--- config.mk ---
export PLATFORM = sky130hd
export DESIGN_NAME = train_actuator_driver
export DESIGN_NICKNAME = d
export VERILOG_FILES = /design/src/rtl/train_actuator_driver.sv
export SDC_FILE = /design/constraint.sdc
export NUM_CORES = 1
export LEC_CHECK = 0
export CAP_MARGIN = 25
export CELL_PAD_IN_SITES_DETAIL_PLACEMENT = 1
export CELL_PAD_IN_SITES_GLOBAL_PLACEMENT = 1
export CORE_AREA = 2 2 56 84
export CTS_CLUSTER_DIAMETER = 200
export DETAILED_ROUTE_END_ITERATION = 16
export DIE_AREA = 0 0 58 86
export PLACE_DENSITY = 0.84
export SYNTH_ARGS = -nofsm -noshare
export SYNTH_HDL_FRONTEND = slang
export SYNTH_SLANG_ARGS = --single-unit
--- constraint.sdc ---
create_clock -name clk -period 3.1 [get_ports clk]
set_input_delay 0.62 -clock clk [delete_from_list [all_inputs] [get_ports clk]]
set_output_delay 0.62 -clock clk [all_outputs]
set_load 0.05 [all_outputs]
--- src/rtl/train_actuator_driver.sv ---
// Output stage of the train controller: decodes the latched controller state into
// motor/light/gate drives and sequences every change (reversal dead time, settle dwell).
module train_actuator_driver #(
  parameter int TIMER_W      = 16,
  parameter int DEAD_TICKS   = 50,
  parameter int SETTLE_TICKS = 100
) (
  input  logic       clk,
  input  logic       rst_n,
  input  logic [3:0] present_state,
  output logic       motor_fwd,
  output logic       motor_rev,
  output logic [1:0] speed,
  output logic       light_green,
  output logic       light_red,
  output logic       gate_down,
  output logic       fault,
  output logic       busy,
  output logic       act_done
);

  typedef enum logic [2:0] {
    IDLE,
    DEAD,
    APPLY,
    SETTLE,
    DONE
  } state_t;

  typedef struct packed {
    logic       fwd;
    logic       rev;
    logic [1:0] speed;
    logic       green;
    logic       red;
    logic       gate;
    logic       fault;
  } act_t;

  localparam act_t RESET_ACT = 8'h04;
  localparam logic [TIMER_W-1:0] DEAD_LOAD   = TIMER_W'(DEAD_TICKS);
  localparam logic [TIMER_W-1:0] SETTLE_LOAD = TIMER_W'(SETTLE_TICKS);

  // States 5..7 reuse the low two bits as the speed level, just like 1..3.
  function automatic act_t decode(input logic [3:0] s);
    act_t a;
    a = '0;
    if (s[3]) begin
      a.red   = 1'b1;
      a.gate  = 1'b1;
      a.fault = 1'b1;
    end else if (s[1:0] == 2'd0) begin
      a.red  = 1'b1;
      a.gate = s[2];
    end else begin
      a.fwd   = ~s[2];
      a.rev   = s[2];
      a.speed = s[1:0];
      a.green = 1'b1;
      a.gate  = s[2];
    end
    return a;
  endfunction

  state_t             state_q, state_d;
  logic [3:0]         latched_q, latched_d;
  logic [TIMER_W-1:0] cnt_q, cnt_d;
  act_t               act_q, act_d;
  logic               busy_q, busy_d;
  logic               done_q, done_d;

  logic mismatch;
  logic new_fwd;
  logic new_rev;
  logic reversal;
  logic restart;

  assign mismatch = (present_state != latched_q);
  assign new_fwd  = ~present_state[3] & ~present_state[2] & (present_state[1:0] != 2'd0);
  assign new_rev  = ~present_state[3] &  present_state[2] & (present_state[1:0] != 2'd0);
  assign reversal = (act_q.fwd & new_rev) | (act_q.rev & new_fwd);

  always_ff @(posedge clk or negedge rst_n) begin
    if (!rst_n) begin
      state_q   <= IDLE;
      latched_q <= 4'd0;
      cnt_q     <= '0;
      act_q     <= RESET_ACT;
      busy_q    <= 1'b0;
      done_q    <= 1'b0;
    end else begin
      state_q   <= state_d;
      latched_q <= latched_d;
      cnt_q     <= cnt_d;
      act_q     <= act_d;
      busy_q    <= busy_d;
      done_q    <= done_d;
    end
  end

  // A new command seen in IDLE, APPLY or SETTLE restarts sequencing against what is
  // currently driven; DEAD only re-latches because the motor is already off.
  always_comb begin
    state_d   = state_q;
    latched_d = latched_q;
    cnt_d     = cnt_q;
    act_d     = act_q;
    busy_d    = busy_q;
    done_d    = 1'b0;
    restart   = 1'b0;

    case (state_q)
      IDLE: begin
        restart = mismatch;
      end
      DEAD: begin
        if (mismatch) begin
          latched_d = present_state;
        end
        if (cnt_q == '0) begin
          state_d = APPLY;
        end else begin
          cnt_d = cnt_q - TIMER_W'(1);
        end
      end
      APPLY: begin
        if (mismatch) begin
          restart = 1'b1;
        end else begin
          act_d   = decode(latched_q);
          cnt_d   = SETTLE_LOAD;
          state_d = SETTLE;
        end
      end
      SETTLE: begin
        if (mismatch) begin
          restart = 1'b1;
        end else if (cnt_q == '0) begin
          done_d  = 1'b1;
          state_d = DONE;
        end else begin
          cnt_d = cnt_q - TIMER_W'(1);
        end
      end
      DONE: begin
        busy_d  = 1'b0;
        state_d = IDLE;
      end
      default: begin
        state_d = IDLE;
      end
    endcase

    if (restart) begin
      latched_d = present_state;
      busy_d    = 1'b1;
      if (reversal) begin
        act_d.fwd   = 1'b0;
        act_d.rev   = 1'b0;
        act_d.speed = 2'd0;
        cnt_d       = DEAD_LOAD;
        state_d     = DEAD;
      end else begin
        state_d = APPLY;
      end
    end
  end

  assign motor_fwd   = act_q.fwd;
  assign motor_rev   = act_q.rev;
  assign speed       = act_q.speed;
  assign light_green = act_q.green;
  assign light_red   = act_q.red;
  assign gate_down   = act_q.gate;
  assign fault       = act_q.fault;
  assign busy        = busy_q;
  assign act_done    = done_q;

endmodule

==> run metrics <==
All-Layer GR Usage 24.2%; Leak about 0.93 nW; synth warn 0; Post-Synth Adder-Cell Area under 10%; library cells used by synthesis roughly 50; DR DRC count 0; Pins Over Slew Limit 0; arrival time at the worst endpoint 2.70 ns; Min Hold Slack ~0.49 ns; fmax 394 MHz; post-DP HPWL 3720 um; routability cong. 0.807; Worst Max-Slew Pin Slew about 0.64 ns; post-layout min period 2.54 ns; Final Net Count 239; number of flops mapped to enable cells by yosys 0; Die W 58 um; R2R Path Start cnt_q[0]$_DFF_PN0_; Clock Pin Slew Worst Setup and Hold Paths 0.07 ns; crit path max fanout 9; Routed WL 5460 um; Worst slew margin between 50 and 60%; average cell area after synthesis 8.98 sq um; Die Footprint ~5000 sq um; Max VDD drop 0.584 mV; WL/cell 19.7 um; Hold Crit Class reg2reg; capturing element type of the critical path flip-flop; largest family of logic cells by synthesized area simple AND/OR/NAND/NOR gates; mapped cell area around 1900 sq um; final setup violation count 0; max_cap viols 0; TritonCTS Sinks 33; initial core utilization 46.1%; initial antenna violation count 0; Crit. Startpoint present_state[1]; PD cells 731 nW/um^2; Antenna Cells 0; vias in the first global route 1855; status complete, no violations; postcts setup bufs 0; Non-Filler Instances 278; Post-Place Cells 270; Clock Skew 0.00458 ns; area growth from synthesis to layout 15.1%; Synth Area in XOR/XNOR 2.58%; critical path required time 3.26 ns; maximum clock path buffer count 2; Hold Fails Final Rpt 0; post-synthesis async set-or-reset flop share 100%; antenna viol nets, final 0; CTS tree done; post-synthesis sequential area ratio 42.6%; global route overflow 0; DRT iter0 DRCs between 40 and 50; Core ar. 4210 sq um; simple-gate share of the synthesized area between 20% and 30%; setup TNS 0 ns; hold_sp fault$_DFFE_PN0P_; post-CTS sizing 0; final worst-path cycle share between 80% and 90%; synthesized flop and latch total 33; filler cell count 498; DRT Pass-1 Iters 6; Post-synth top flop dfrtp_1; num rows 29; root buffer cell clkbuf_8; first-pass GRT wire length 9160 um; IO buf count 15; Vias 1774; Hold Buf Count CTS 0; Clock Latency Late Sink 0.29 ns; CTS H-tree lvls 2; IO Pins 16; share of cells above drive strength 1 13.4%; largest net degree at the start of global routing 34; die height 86 um; unrepaired setup endpoints after global routing no; Syn Nets 224; cts bufs inserted 5; startpoint types input pin; Synth Area in Compound Gates 18.8%; Post-Synthesis Cells ~220; vias per inst about 6.4; multiplexer share of the synthesized area between 3 and 4%; CP Class in2reg
[registers in the layout, summed over array words and instances, names as in the netlist]
| register | flops |
|---|---|
| speed | 2 |
| motor_rev | 1 |
| latched_q | 4 |
| cnt_q | 16 |
| light_green | 1 |
| gate_down | 1 |
| fault | 1 |
| motor_fwd | 1 |
| busy | 1 |
| state_q | 3 |
| light_red | 1 |
| act_done | 1 |
[cell usage after synthesis, types with 2 or more instances]
library cell	count	area, sq um
dfrtp_1	32	801
a21oi_1	23	115
nor2_1	21	78.8
o21ai_0	16	80.1
nand2_1	10	37.5
nand3_1	10	50.1
nor3_1	10	50.1
inv_1	8	30.0
clkbuf_1	7	26.3
nor4_1	7	43.8
a31oi_1	5	31.3
and4_1	5	43.8
mux2_2	5	56.3
nand2b_1	5	31.3
buf_2	4	20.0
nor4_2	3	37.5
and3_1	2	12.5
ha_1	2	25.0
mux2i_1	2	20.0
nand4_1	2	12.5
nand4_2	2	25.0
o21a_1	2	15.0
o21ai_1	2	10.0
o31ai_1	2	15.0
or3_1	2	12.5
or4_1	2	15.0
xnor2_1	2	17.5
xnor2_2	2	32.5
[cell usage in the layout (no fill, tap or decap), drive strengths merged, types with 8 or more instances in the layout]
cell type / synthesis / routed
dfrtp: 32 / 32
a21oi: 24 / 24
nor2: 21 / 21
o21ai: 18 / 18
clkdlybuf4s50: 0 / 15
nor3: 11 / 11
nand3: 10 / 10
nand2: 10 / 10
nor4: 10 / 10
inv: 8 / 8
[cell type report]
cell class | count | area (sq um) | area share [%]
multi-input cells | 162 | 1020 | 45.8
repair buffers | 21 | 195 | 8.74
flip-flops and latches | 33 | 827 | 37.0
clock inverters | 1 | 5.00 | 0.224
inverters | 8 | 30.0 | 1.34
well taps | 46 | 57.6 | 2.58
clock buffers | 7 | 96.3 | 4.31
[report_power, final]
group	internal [mW]	switching (mW)
logic	0.222	0.394
clock network	0.201	0.171
registers	0.517	0.127
total	0.940	0.693
[worst paths after layout]
kind	to	slack (ns)	cells past startpoint
setup / recovery	cnt_q[15]$_DFF_PN0_	0.56	7
hold / removal	fault$_DFFE_PN0P_	0.49	2
setup reg to reg	cnt_q[2]$_DFF_PN0_	0.86	7
hold reg to reg	fault$_DFFE_PN0P_	0.49	2
max in group asynchronous	light_red$_DFFE_PN1P_	2.02	2
min in group asynchronous	cnt_q[2]$_DFF_PN0_	0.74	2
[layer usage]
metal / wire (um) / global-route usage [%]
met3: 106 / 3.32
met2: 3050 / 44.1
met1: 2200 / 27.1
met5: 0 / 0
met4: 99 / 10.8
[through the flow]
stage	cell area, sq um	util [%]	setup slack [ns]	total power, mW
after floorplan	1940	-	1.03	1.06
after global placement	2130	50.7	0.437	1.23
after detailed placement	2130	50.7	0.375	1.25
after CTS	2230	53.1	0.606	1.64
after global routing	2230	53.1	0.415	1.72
final	2230	53.1	0.563	1.63
[logic make-up after synthesis]
group | after synthesis
muxes | 7
xor gates and xnor gates | 4
AOI/OAI and AO/OA | 61
and+or+nand+nor | 88
adders and majority gates | 2
buffers and inverters | 21
DFF | 33
[critical path, cell delays in order]
cell and delay (ns):
clkdlybuf4s50_1 0.50, xnor2_2 0.30, and4_1 0.42, a21oi_1 0.25
buf_4 0.22, o31ai_1 0.26, a21oi_1 0.11
No activity file was read; power rests on OpenSTA's default activity.
